<file path="src/rtl/fp_mac_pkg.sv">
// ============================================================================
// fp_mac_pkg : shared class bits, flag indices and rounding modes for the MAC
// Rev 1.0
// ============================================================================
`default_nettype none

package fp_mac_pkg;

  localparam int TYPE_W         = 6;
  localparam int TYPE_ZERO      = 0;
  localparam int TYPE_INF       = 1;
  localparam int TYPE_QNAN      = 2;
  localparam int TYPE_SNAN      = 3;
  localparam int TYPE_SUBNORMAL = 4;
  localparam int TYPE_NORMAL    = 5;

  localparam int FLAG_W         = 3;
  localparam int FLAG_OVERFLOW  = 0;
  localparam int FLAG_UNDERFLOW = 1;
  localparam int FLAG_INEXACT   = 2;

  typedef enum logic {
    RM_RNE = 1'b0,
    RM_RTZ = 1'b1
  } rmode_e;

  function automatic int bias(input int exp_w);
    return (1 << (exp_w - 1)) - 1;
  endfunction

endpackage

`default_nettype wire

</file>
<file path="src/rtl/fp_pack_round_if.sv">
// ============================================================================
// fp_pack_round_if : input beat / output beat channels of the result packer
// Rev 1.0
// ============================================================================
`default_nettype none

interface fp_pack_round_if
  import fp_mac_pkg::*;
#(
  parameter int EXP_W = 5,
  parameter int MAN_W = 10,
  parameter int XTR_W = 3
);
  localparam int WORD_W = 1 + EXP_W + MAN_W;
  localparam int SIG_W  = 1 + MAN_W + XTR_W;

  logic                      IN_VALID;
  logic                      IN_READY;
  logic [TYPE_W-1:0]         EXTR_TYPE;
  logic [WORD_W-1:0]         EXTR_DATA;
  rmode_e                    RMODE;
  logic                      SIGN;
  logic signed [EXP_W+1:0]   EXPONENT;
  logic [SIG_W-1:0]          SIGNIFICAND;
  logic                      OUT_VALID;
  logic                      OUT_READY;
  logic [TYPE_W-1:0]         P_TYPE;
  logic [WORD_W-1:0]         P;
  logic [FLAG_W-1:0]         FLAGS;

  modport master (
    output IN_VALID, EXTR_TYPE, EXTR_DATA, RMODE, SIGN, EXPONENT, SIGNIFICAND, OUT_READY,
    input  IN_READY, OUT_VALID, P_TYPE, P, FLAGS
  );

  modport slave (
    input  IN_VALID, EXTR_TYPE, EXTR_DATA, RMODE, SIGN, EXPONENT, SIGNIFICAND, OUT_READY,
    output IN_READY, OUT_VALID, P_TYPE, P, FLAGS
  );

endinterface

`default_nettype wire

</file>
<file path="src/rtl/sticky_rshift.sv">
// ============================================================================
// sticky_rshift : logical right shift that ORs every lost bit into a sticky bit
// Rev 1.0
// ============================================================================
`default_nettype none

module sticky_rshift #(
  parameter int W    = 14,
  parameter int SH_W = 8
) (
  input  logic [W-1:0]    data_i,
  input  logic [SH_W-1:0] shamt_i,
  output logic [W-1:0]    data_o,
  output logic            sticky_o
);

  always_comb begin
    data_o   = '0;
    sticky_o = |data_i;
    if (32'(shamt_i) < 32'(W)) begin
      data_o   = data_i >> shamt_i;
      sticky_o = |(data_i & ~({W{1'b1}} << shamt_i));
    end
  end

endmodule

`default_nettype wire

</file>
<file path="src/rtl/fp_pack_round.sv">
// ============================================================================
// fp_pack_round : two-stage denormalise / round / saturate / classify packer
// Rev 1.0
// ============================================================================
`default_nettype none

module fp_pack_round
  import fp_mac_pkg::*;
#(
  parameter int EXP_W = 5,
  parameter int MAN_W = 10,
  parameter int XTR_W = 3
) (
  input  logic           CLK,
  input  logic           RST,
  fp_pack_round_if.slave bus
);

  localparam int WORD_W = 1 + EXP_W + MAN_W;
  localparam int SIG_W  = 1 + MAN_W + XTR_W;
  localparam int E_W    = EXP_W + 3;
  localparam int X_W    = EXP_W + 2;

  localparam logic signed [E_W-1:0] BIAS_E   = E_W'(bias(EXP_W));
  localparam logic signed [E_W-1:0] ONE_E    = E_W'(1);
  localparam logic [X_W-1:0]        EXP_SAT  = X_W'((1 << EXP_W) - 1);
  localparam logic [SIG_W-1:0]      LOW_MASK = SIG_W'((1 << (XTR_W - 1)) - 1);

  // ---------------- handshake ----------------
  logic s1_valid_q, s2_valid_q;
  logic s2_ready, in_ready;

  assign s2_ready = !s2_valid_q || bus.OUT_READY;
  assign in_ready = !s1_valid_q || s2_ready;

  // ---------------- stage S1: bias and denormalise ----------------
  logic signed [E_W-1:0] exp_ext, e_biased;
  logic                  tiny;
  logic [E_W-1:0]        shamt;
  logic [SIG_W-1:0]      sig_shifted;
  logic                  shift_sticky;
  logic [X_W-1:0]        eff_e_d;

  assign exp_ext  = {bus.EXPONENT[EXP_W+1], bus.EXPONENT};
  assign e_biased = exp_ext + BIAS_E;
  assign tiny     = e_biased[E_W-1] || (e_biased == '0);
  assign shamt    = tiny ? (ONE_E - e_biased) : '0;
  assign eff_e_d  = tiny ? '0 : e_biased[X_W-1:0];

  sticky_rshift #(
    .W   (SIG_W),
    .SH_W(E_W)
  ) u_sticky_rshift (
    .data_i  (bus.SIGNIFICAND),
    .shamt_i (shamt),
    .data_o  (sig_shifted),
    .sticky_o(shift_sticky)
  );

  logic               s1_special_q;
  logic [TYPE_W-1:0]  s1_type_q;
  logic [WORD_W-1:0]  s1_data_q;
  rmode_e             s1_rmode_q;
  logic               s1_sign_q;
  logic [X_W-1:0]     s1_exp_q;
  logic [SIG_W-1:0]   s1_sig_q;
  logic               s1_sticky_q;

  always_ff @(posedge CLK) begin
    if (RST) begin
      s1_valid_q   <= 1'b0;
      s1_special_q <= 1'b0;
      s1_type_q    <= '0;
      s1_data_q    <= '0;
      s1_rmode_q   <= RM_RNE;
      s1_sign_q    <= 1'b0;
      s1_exp_q     <= '0;
      s1_sig_q     <= '0;
      s1_sticky_q  <= 1'b0;
    end else if (in_ready) begin
      s1_valid_q <= bus.IN_VALID;
      if (bus.IN_VALID) begin
        s1_special_q <= |bus.EXTR_TYPE[TYPE_SNAN:TYPE_ZERO];
        s1_type_q    <= bus.EXTR_TYPE;
        s1_data_q    <= bus.EXTR_DATA;
        s1_rmode_q   <= bus.RMODE;
        s1_sign_q    <= bus.SIGN;
        s1_exp_q     <= eff_e_d;
        s1_sig_q     <= sig_shifted;
        s1_sticky_q  <= shift_sticky;
      end
    end
  end

  // ---------------- stage S2: round, saturate, classify ----------------
  logic [MAN_W:0]   mant;
  logic             guard, sticky, inexact, inc, overflow;
  logic [MAN_W+1:0] rounded;
  logic [X_W-1:0]   exp_r;
  logic [MAN_W-1:0] frac;

  assign mant     = s1_sig_q[SIG_W-1:XTR_W];
  assign guard    = s1_sig_q[XTR_W-1];
  assign sticky   = s1_sticky_q || (|(s1_sig_q & LOW_MASK));
  assign inexact  = guard || sticky;
  assign inc      = (s1_rmode_q == RM_RNE) && guard && (sticky || mant[0]);
  assign rounded  = {1'b0, mant} + (MAN_W + 2)'(inc);
  // Carry into the hidden bit promotes a subnormal to min-normal; carry past it bumps the binade.
  assign exp_r    = s1_exp_q + X_W'(rounded[MAN_W+1])
                  + X_W'((s1_exp_q == '0) && rounded[MAN_W]);
  assign frac     = rounded[MAN_W-1:0];
  assign overflow = (exp_r >= EXP_SAT);

  logic [WORD_W-1:0] p_d, p_q;
  logic [TYPE_W-1:0] p_type_d, p_type_q;
  logic [FLAG_W-1:0] flags_d, flags_q;

  always_comb begin
    p_d      = '0;
    p_type_d = '0;
    flags_d  = '0;
    if (s1_special_q) begin
      p_d      = s1_data_q;
      p_type_d = s1_type_q;
    end else if (overflow) begin
      flags_d[FLAG_OVERFLOW] = 1'b1;
      flags_d[FLAG_INEXACT]  = 1'b1;
      if (s1_rmode_q == RM_RNE) begin
        p_d                = {s1_sign_q, {EXP_W{1'b1}}, {MAN_W{1'b0}}};
        p_type_d[TYPE_INF] = 1'b1;
      end else begin
        p_d                   = {s1_sign_q, {(EXP_W-1){1'b1}}, 1'b0, {MAN_W{1'b1}}};
        p_type_d[TYPE_NORMAL] = 1'b1;
      end
    end else begin
      p_d                   = {s1_sign_q, exp_r[EXP_W-1:0], frac};
      flags_d[FLAG_INEXACT] = inexact;
      if (exp_r == '0) begin
        flags_d[FLAG_UNDERFLOW] = inexact;
        if (frac == '0) p_type_d[TYPE_ZERO]      = 1'b1;
        else            p_type_d[TYPE_SUBNORMAL] = 1'b1;
      end else begin
        p_type_d[TYPE_NORMAL] = 1'b1;
      end
    end
  end

  always_ff @(posedge CLK) begin
    if (RST) begin
      s2_valid_q <= 1'b0;
      p_q        <= '0;
      p_type_q   <= '0;
      flags_q    <= '0;
    end else if (s2_ready) begin
      s2_valid_q <= s1_valid_q;
      if (s1_valid_q) begin
        p_q      <= p_d;
        p_type_q <= p_type_d;
        flags_q  <= flags_d;
      end
    end
  end

  assign bus.IN_READY  = in_ready;
  assign bus.OUT_VALID = s2_valid_q;
  assign bus.P         = p_q;
  assign bus.P_TYPE    = p_type_q;
  assign bus.FLAGS     = flags_q;

endmodule

`default_nettype wire

</file>
<file path="src/flat_wrapper.sv">
// flat-port wrapper written by rule: the top's interface ports become plain ports
module fp_pack_round_flat import fp_mac_pkg::*;
#(
  parameter int EXP_W = 5,
  parameter int MAN_W = 10,
  parameter int XTR_W = 3
)
  (CLK, RST, bus_IN_VALID, bus_EXTR_TYPE, bus_EXTR_DATA, bus_RMODE, bus_SIGN, bus_EXPONENT, bus_SIGNIFICAND, bus_OUT_READY, bus_IN_READY, bus_OUT_VALID, bus_P_TYPE, bus_P, bus_FLAGS);
  fp_pack_round_if #(.EXP_W(EXP_W), .MAN_W(MAN_W), .XTR_W(XTR_W)) bus_i ();
  input  logic CLK;
  input  logic RST;
  input wire logic [$bits(bus_i.IN_VALID)-1:0] bus_IN_VALID;
  input wire logic [$bits(bus_i.EXTR_TYPE)-1:0] bus_EXTR_TYPE;
  input wire logic [$bits(bus_i.EXTR_DATA)-1:0] bus_EXTR_DATA;
  input wire logic [$bits(bus_i.RMODE)-1:0] bus_RMODE;
  input wire logic [$bits(bus_i.SIGN)-1:0] bus_SIGN;
  input wire logic [$bits(bus_i.EXPONENT)-1:0] bus_EXPONENT;
  input wire logic [$bits(bus_i.SIGNIFICAND)-1:0] bus_SIGNIFICAND;
  input wire logic [$bits(bus_i.OUT_READY)-1:0] bus_OUT_READY;
  output wire logic [$bits(bus_i.IN_READY)-1:0] bus_IN_READY;
  output wire logic [$bits(bus_i.OUT_VALID)-1:0] bus_OUT_VALID;
  output wire logic [$bits(bus_i.P_TYPE)-1:0] bus_P_TYPE;
  output wire logic [$bits(bus_i.P)-1:0] bus_P;
  output wire logic [$bits(bus_i.FLAGS)-1:0] bus_FLAGS;
  assign bus_i.IN_VALID = bus_IN_VALID;
  assign bus_i.EXTR_TYPE = bus_EXTR_TYPE;
  assign bus_i.EXTR_DATA = bus_EXTR_DATA;
  assign bus_i.RMODE = bus_RMODE;
  assign bus_i.SIGN = bus_SIGN;
  assign bus_i.EXPONENT = bus_EXPONENT;
  assign bus_i.SIGNIFICAND = bus_SIGNIFICAND;
  assign bus_i.OUT_READY = bus_OUT_READY;
  assign bus_IN_READY = bus_i.IN_READY;
  assign bus_OUT_VALID = bus_i.OUT_VALID;
  assign bus_P_TYPE = bus_i.P_TYPE;
  assign bus_P = bus_i.P;
  assign bus_FLAGS = bus_i.FLAGS;
  fp_pack_round #(.EXP_W(EXP_W), .MAN_W(MAN_W), .XTR_W(XTR_W)) u_core (.CLK(CLK), .RST(RST), .bus(bus_i));
endmodule
</file>
<file path="config.mk">
export PLATFORM = sky130hd
export DESIGN_NAME = fp_pack_round_flat
export DESIGN_NICKNAME = d
export VERILOG_FILES = /design/src/rtl/fp_mac_pkg.sv /design/src/rtl/fp_pack_round_if.sv /design/src/rtl/sticky_rshift.sv /design/src/rtl/fp_pack_round.sv /design/src/flat_wrapper.sv
export SDC_FILE = /design/constraint.sdc
export NUM_CORES = 1
export LEC_CHECK = 0
export ABC_CLOCK_PERIOD_IN_PS = 4000
export BUFFER_PORTS_ARGS = -buffer_cell sky130_fd_sc_hd__buf_2
export CELL_PAD_IN_SITES_DETAIL_PLACEMENT = 1
export CELL_PAD_IN_SITES_GLOBAL_PLACEMENT = 2
export CORE_MARGIN = 2
export CORE_UTILIZATION = 32
export CTS_CLUSTER_SIZE = 40
export DETAILED_ROUTE_END_ITERATION = 16
export PLACE_DENSITY_LB_ADDON = 0.1
export SYNTH_ARGS = -nofsm -noshare
export SYNTH_HDL_FRONTEND = slang
export SYNTH_SLANG_ARGS = --single-unit
</file>
<file path="constraint.sdc">
create_clock -name CLK -period 4 [get_ports CLK]
set_input_delay 0.4 -clock CLK [delete_from_list [all_inputs] [get_ports CLK]]
set_output_delay 0.4 -clock CLK [all_outputs]
set_load 0.01 [all_outputs]
</file>
==> flow_summary.toml, run 1 <==
[setup_path]
cp.required_ps = 4200
max_stage_delay_ps = 410
worstPathArrival_ps = 3950
crit_type = "reg2reg"
crit_fanout = 14
timing.rr.end = "u_core.bus.P[11]$_SDFFE_PP0P_"
r2r_start = "u_core.s1_sig_q[0]$_SDFFE_PP0P_"
cpMaxStageDelayCell = "fa_1"
critPathCaptureType = "flop"
crit_buf_inv = 2
crit_top_cell = "ha_1"
start_kind = "flop"
crit_family = "compound AO/OA/AOI/OAI gates"
r2r_slack_ps = 250
crit_chain = "nor4_2 -> nor3b_1 -> ha_1 -> ha_1 -> nand2_1 -> nor2_1 -> xnor2_1 -> nor4_2 -> fa_1 -> ha_1 -> a31oi_2 -> o2111ai_2 -> a22o_1 -> buf_6 -> buf_4 -> o311ai_0 -> a21oi_1"
worstRegToRegCells = 17

[power]
netSwitchingFraction_pct = 30.3
combinationalPowerShare_pct = 23.1
seqPwrFrac_pct = 39.4
p_total_uw = 2070
ir_drop_mv = 0.154
p_int_uw = 1440
power_density_nw_per_um2 = 370
clock_power_share_pct = 37.6
p_switching_uw = 628
leakage_uw = 0.00222

[sta]
fmax_mhz = 267
period_needed_ps = 3750
hold_viol = 0
fin_crit_sh_pct = 93.8
setup_tns_ps = 0
max_slew_margin_pct = 24.0
worst_slew_pin_slew_ps = 1140
holdWs_ps = 308
finalMaxSlewViolations = 0
setup_viol = 0
fin_ws_ps = 250
fin_skew_ps = 6.02

[floorplanning]
coreArea_um2 = 14400
pin_count = 76
die_area_um2 = 15600
die_y_um = 125
fp.dieW_um = 125
start_util_pct = 32.5
std_cell_rows = 44

[cells_and_area]
antenna_cells = 0
final_util_pct = 38.8
multi_input_area_um2 = 2980
nNetsFinal = 746
n_fill_cell = 1835
drive_gt1_share_pct = 20.1
mostFrequentLayoutCells = "nand2_1 (107), buf_2 (75), dfxtp_1 (74)"
mostFrequentLayoutCell = "nand2_1"
syn2layout_area_growth_pct = 19.6
seq_area_um2 = 1480

[synth]
syn-num-nets = 686
ys_ff_latch = 74
yosys-top-cells-area = "dfxtp_1 (32%), nand2_1 (8.7%), a21oi_1 (6.2%)"
synthFlopType = "dfxtp_1"
yosys.area.top_type_share_pct = 31.6
async_reset_ff_share_pct = 0
synth_edf_count = 0
ys_seq_area_share_pct = 31.6
yosysWarnings = 0
synth_area_um2 = 4680
syn_inst = 630
ys_types = 74
avgSynthCellArea_um2 = 7.44
synth_area_leader_cell = "dfxtp_1"

[grt]
grt_max_degree = 38
grt.overflow.total = 0
track_usage_pct = 19.8
grt_antenna_before_repair = 0
grt_pass1_wl_um = 25700
grt_pass1_vias = 5022

[place]
port_buffers = 75
place_ws_ps = -4.63
globalplace.congestion = 0.825
hpwl_um = 11800

[status]
status = "complete, no violations"

[min_path]
holdPathEnd = "u_core.s1_data_q[13]$_SDFFE_PP0P_"
hold_depth = 3
hold_class = "in2reg"
min_from = "bus_EXTR_DATA[13]"

[route]
drt-wirelength-per-cell_um = 17.9
postRouteAntennaNets = 0
drtIter0Drc = 228
route.detailed.vias_per_inst = 5.55
vias = 4878
drt-pass1-iter-count = 4
routed_wl_um = 15700
drc = 0

[cts]
cts-root-buf = "clkbuf_16"
holdBufCountCts = 0
htree_levels = 3
clk_latency_ps = 330
clkSinkCount = 74
clock_path_buffers = 2
cts-buffers-inserted = 9
clkTransAtPathRegs_ps = 60
cts_tree = "yes"

[run]
cap_violations = 0
## registers in the layout (all words and copies together), names as in the netlist, 3 cells and up
name,flops
u_core.bus.FLAGS,3
u_core.bus.P,16
u_core.bus.P_TYPE,6
u_core.s1_data_q,16
u_core.s1_exp_q,7
u_core.s1_sig_q,14
u_core.s1_type_q,6
## kinds of logic (layout without fill, tap and decap cells)
kind of cell / Yosys count / count (layout) / share of synthesized area, %
compound gates: 181 / 181 / 27.3
xor+xnor: 20 / 20 / 4.03
fa+ha+maj: 7 / 7 / 2.03
buf+inv: 65 / 130 / 5.72
flops: 74 / 74 / 31.6
mux: 8 / 8 / 1.82
simple gates: 275 / 275 / 27.5
## final cells by class
type / count / share of cell area [%]
clock buffer: 13 / 4.29
clock inverter: 3 / 0.715
inverter: 15 / 1.01
multi-input combinational: 491 / 53.2
sequential: 74 / 26.5
tap: 184 / 4.11
timing repair buffer: 99 / 10.2
## through the flow
step	cell area (um^2)	instances
after floorplan	4680	630
after CTS	5550	878
after global routing	5600	879
final	5600	879
after detailed placement	5270	862
after global placement	5270	862
## power groups by stage
| stage | registers (uW) | clock network (uW) | logic (uW) |
|---|---|---|---|
| 5_1_grt | 822 | 823 | 530 |
| 3_5_place_dp | 830 | 0 | 473 |
| 6_report | 816 | 778 | 478 |
| 3_3_place_gp | 828 | 0 | 465 |
| 4_1_cts | 814 | 798 | 475 |
| 2_1_floorplan | 824 | 0 | 307 |
## layer usage
metal / routed length [um] / share of wire [%] / track usage [%] / up-vias
li1: - / - / - / 2395
met1: 7420 / 47 / 25.5 / 2372
met2: 7570 / 48 / 34.7 / 91
met3: 433 / 2.8 / 2.57 / 20
met4: 297 / 1.9 / 6.01 / 0
met5: 0 / 0 / 0 / -
## synth_stat cells (3+ instances only)
cell         n
o41ai_2      3
or4_1        4
a21boi_0     4
nor4_1       7
nand2b_1    11
nor3_1      16
ha_1         6
o211ai_1     9
a21oi_1     58
buf_2        6
a22oi_1      8
buf_1        3
xnor2_1     13
dfxtp_1     74
mux2i_1      4
o311ai_1     7
a31oi_1      5
xor2_1       6
a21o_1       4
nor2b_1      4
nand4_1     15
nand2_1    108
o21ai_1      6
mux2_2       4
a41oi_1      5
or2_2        5
o21ai_0     24
inv_1       14
o221ai_1     3
nor2_1      66
and3_1       3
a221o_1      7
clkbuf_1    38
and2_1       4
o2111ai_1    4
nand3_1     17
## worst register-to-register path, cell delays in order, from the launching register on
cell and delay, ps:
dfxtp_1 340, nor4_2 310, nor3b_1 90, ha_1 210
ha_1 210, nand2_1 110, nor2_1 60, xnor2_1 180
nor4_2 70, fa_1 410, ha_1 260, a31oi_2 250
o2111ai_2 160, a22o_1 290, buf_6 160, buf_4 140
o311ai_0 290, a21oi_1 110
## worst max path at each step
stage | slack (ps) | to | start | depth (start not counted)
4_1_cts | 170 | u_core.bus.P[7]$_SDFFE_PP0P_ | u_core.s1_sig_q[0]$_SDFFE_PP0P_ | 19
3_5_place_dp | -5 | u_core.bus.P[6]$_SDFFE_PP0P_ | u_core.s1_sig_q[0]$_SDFFE_PP0P_ | 17
6_report | 250 | u_core.bus.P[11]$_SDFFE_PP0P_ | u_core.s1_sig_q[0]$_SDFFE_PP0P_ | 17
2_1_floorplan | 320 | u_core.bus.P[10]$_SDFFE_PP0P_ | u_core.s1_sig_q[0]$_SDFFE_PP0P_ | 18
5_1_grt | -50 | u_core.bus.P[4]$_SDFFE_PP0P_ | u_core.s1_sig_q[0]$_SDFFE_PP0P_ | 18
3_3_place_gp | 190 | u_core.bus.P[5]$_SDFFE_PP0P_ | u_core.s1_sig_q[0]$_SDFFE_PP0P_ | 17
## timing repair
item	CTS	global route
hold endpoints to repair	0	0
pin swaps	0	1
setup endpoints to repair	2	16
gates resized for setup	1	8
buffers inserted	0	1
No activity file was read; power rests on OpenSTA's default activity.
==> inputs of run 2 (changes only) <==
Settings changed: ABC_AREA set to 1, CORE_UTILIZATION 32 to 31.
==> run 2 against run 1 <==
  * Sequential share of layout area up 0.66 points
  * Combinational power up 2%
  * Wire length down 6.6%
  * Critical endpoint is now u_core.bus.P_TYPE[0]$_SDFFE_PP0P_
  * Clock skew up 0.52 ps
  * Cell count rose by 5.3%
  * Die area shrank 2.7%
  * Clock power is 16% higher
==> flow_summary.toml, run 2 <==
[cts]
clk_latency_ps = 330
clkSinkCount = 74
holdBufCountCts = 0
cts-root-buf = "clkbuf_16"
cts-buffers-inserted = 9
cts_tree = "yes"
clkTransAtPathRegs_ps = 60
clock_path_buffers = 2
htree_levels = 3

[synth]
syn-num-nets = 724
ys_types = 45
syn_inst = 668
synthFlopType = "dfxtp_1"
synth_area_leader_cell = "dfxtp_1"
ys_ff_latch = 74
yosys.area.top_type_share_pct = 33.6
synth_area_um2 = 4410
async_reset_ff_share_pct = 0
synth_edf_count = 0
yosysMostFrequentCell = "nand2_1"
yosys-top-cells-area = "dfxtp_1 (34%), nand2_1 (11%), o21ai_0 (7.8%)"
avgSynthCellArea_um2 = 6.60
netlist_top_cells_count = "nand2_1 (133), dfxtp_1 (74), nor2_1 (72)"
yosysWarnings = 0
ys_seq_area_share_pct = 33.6

[route]
vias = 4691
drt-wirelength-per-cell_um = 15.9
drc = 0
routed_wl_um = 14700
drtIter0Drc = 231
route.detailed.vias_per_inst = 5.07
drt-pass1-iter-count = 4
postRouteAntennaNets = 0

[grt]
use_met3_pct = 3.09
top_usage_layer = "met2"
grt_max_degree = 45
grt.overflow.total = 0
grtUsageMet2_pct = 32.8
track_usage_pct = 19.7
grt_pass1_wl_um = 23700
grt_antenna_before_repair = 0
use_met1_pct = 27.1
grt_pass1_vias = 4704

[setup_path]
cpMaxStageDelayCell = "or4_1"
crit_type = "reg2reg"
crit_fanout = 6
start_kind = "flop"
critPathCaptureType = "flop"
crit_chain = "or4_1 -> nand3_1 -> inv_1 -> ha_4 -> ha_4 -> nand2_2 -> nor3b_2 -> nand3_2 -> nor3_4 -> buf_4 -> a21oi_4 -> fa_2 -> ha_4 -> nand4_1 -> o21ai_1 -> nand2_1 -> nor3_2 -> nand2_1 -> buf_6 -> nor2_2 -> inv_2 -> nor3_2 -> nand2_1 -> a21oi_2"
worstPathArrival_ps = 4040
max_stage_delay_ps = 510
cp.required_ps = 4270

[cells_and_area]
mostFrequentLayoutCells = "nand2_1 (132), buf_2 (75), dfxtp_1 (71)"
antenna_cells = 0
nNetsFinal = 797
syn2layout_area_growth_pct = 24.2
mostFrequentLayoutCell = "nand2_1"
final_area_um2 = 5480
drive_gt1_share_pct = 22.7
n_fill_cell = 1795

[power]
ir_drop_mv = 0.277
p_total_uw = 2220
power_density_nw_per_um2 = 405
leakage_uw = 0.00249

[min_path]
hold_class = "in2reg"

[sta]
hold_viol = 0
max_slew_margin_pct = 52.7
period_needed_ps = 3780
worst_slew_pin_slew_ps = 709
fin_crit_sh_pct = 94.4
finalMaxSlewViolations = 0
fmax_mhz = 265
setup_viol = 0
fin_skew_ps = 6.54

[place]
port_buffers = 75
globalplace.congestion = 0.840
hpwl_um = 10800
placed_cell_area_um2 = 4970

[run]
cap_violations = 0

[floorplanning]
die_y_um = 123
die_area_um2 = 15200
coreArea_um2 = 13900
std_cell_rows = 43
pin_count = 76
start_util_pct = 31.8
fp.dieW_um = 123

[status]
status = "complete, no violations"
## run 2: changes by cell type after synthesis, sizes merged, moves of 7 or more
cell,previous run,this run
nand3,17,73
o21ai,30,81
inv,15,54
nand2,109,141
nor2,67,80
clkbuf,39,28
nand2b,11,0
xnor2,13,3
o311ai,9,0
a21oi,58,65
a221o,7,0
## run 2: repair_timing
action | CTS | global route
endpoints found under the setup margin | 17 | 22
resized for setup | 4 | 25
buffers inserted | 0 | 7
pin swaps | 0 | 12
## run 2: logic make-up after synthesis
logic type	Yosys count	share of synthesized area (%)
AND/OR/NAND/NOR	324	34.1
AO/OA/AOI/OAI	163	19.7
buffers and inverters	89	8.08
flip-flops	74	33.6
XOR/XNOR	10	2.16
adder cells (fa/ha/maj)	7	2.16
multiplexers	1	0.227
## run 2: layout make-up
cell class	instances	area, um^2	share of cell area, %
multi-input combinational	505	2680	48.9
inverter	54	203	3.70
clock inverter	4	72.6	1.32
sequential	74	1490	27.1
timing repair buffer	97	544	9.94
clock buffer	12	267	4.87
tap	180	225	4.11
## run 2: metal layers
layer  up-vias  share of wire [%]
met5         -                  0
met4         0               0.22
met3         4                3.1
met2        57                 48
met1      2244                 49
li1       2386                  -
## run 2: path summary, 6_finish.rpt
| kind | startpoint | end | slack, ps | cells after the start |
|---|---|---|---|---|
| min reg2reg | u_core.bus.P[11]$_SDFFE_PP0P_ | u_core.bus.P[11]$_SDFFE_PP0P_ | 470 | 2 |
| max reg2reg | u_core.s1_sig_q[1]$_SDFFE_PP0P_ | u_core.bus.P_TYPE[0]$_SDFFE_PP0P_ | 220 | 24 |
| max | u_core.s1_sig_q[1]$_SDFFE_PP0P_ | u_core.bus.P_TYPE[0]$_SDFFE_PP0P_ | 220 | 24 |
| min | bus_EXTR_DATA[8] | u_core.s1_data_q[8]$_SDFFE_PP0P_ | 330 | 3 |
## run 2: worst max-delay path, delay by kind of cell, from the launching register on
kind / cells / cell delay [ps]
AND/OR/NAND/NOR: 13 / 1790
AO/OA/AOI/OAI: 3 / 470
flip-flops: 1 / 330
buffers and inverters: 4 / 400
adder cells (fa/ha/maj): 4 / 720
## run 2: per-stage QoR
| stage | util [%] | TNS (ps) | hold slack (ps) | cells | setup WS (ps) |
|---|---|---|---|---|---|
| 3_5_place_dp | 35.8 | -3460 | 463 | 903 | -319 |
| 3_3_place_gp | 35.8 | -642 | 453 | 903 | -69.7 |
| 2_1_floorplan | - | 0 | 430 | 668 | 324 |
| 6_report | 39.5 | 0 | 327 | 926 | 224 |
| 5_1_grt | 39.5 | -924 | 341 | 926 | -105 |
| 4_1_cts | 38.4 | -1.07 | 315 | 919 | -1.07 |
## run 2: power breakdown
group | total (uW) | switching (uW) | internal (uW)
Combinational | 486 | 316 | 170
Clock | 906 | 310 | 596
Sequential | 827 | 36.9 | 790
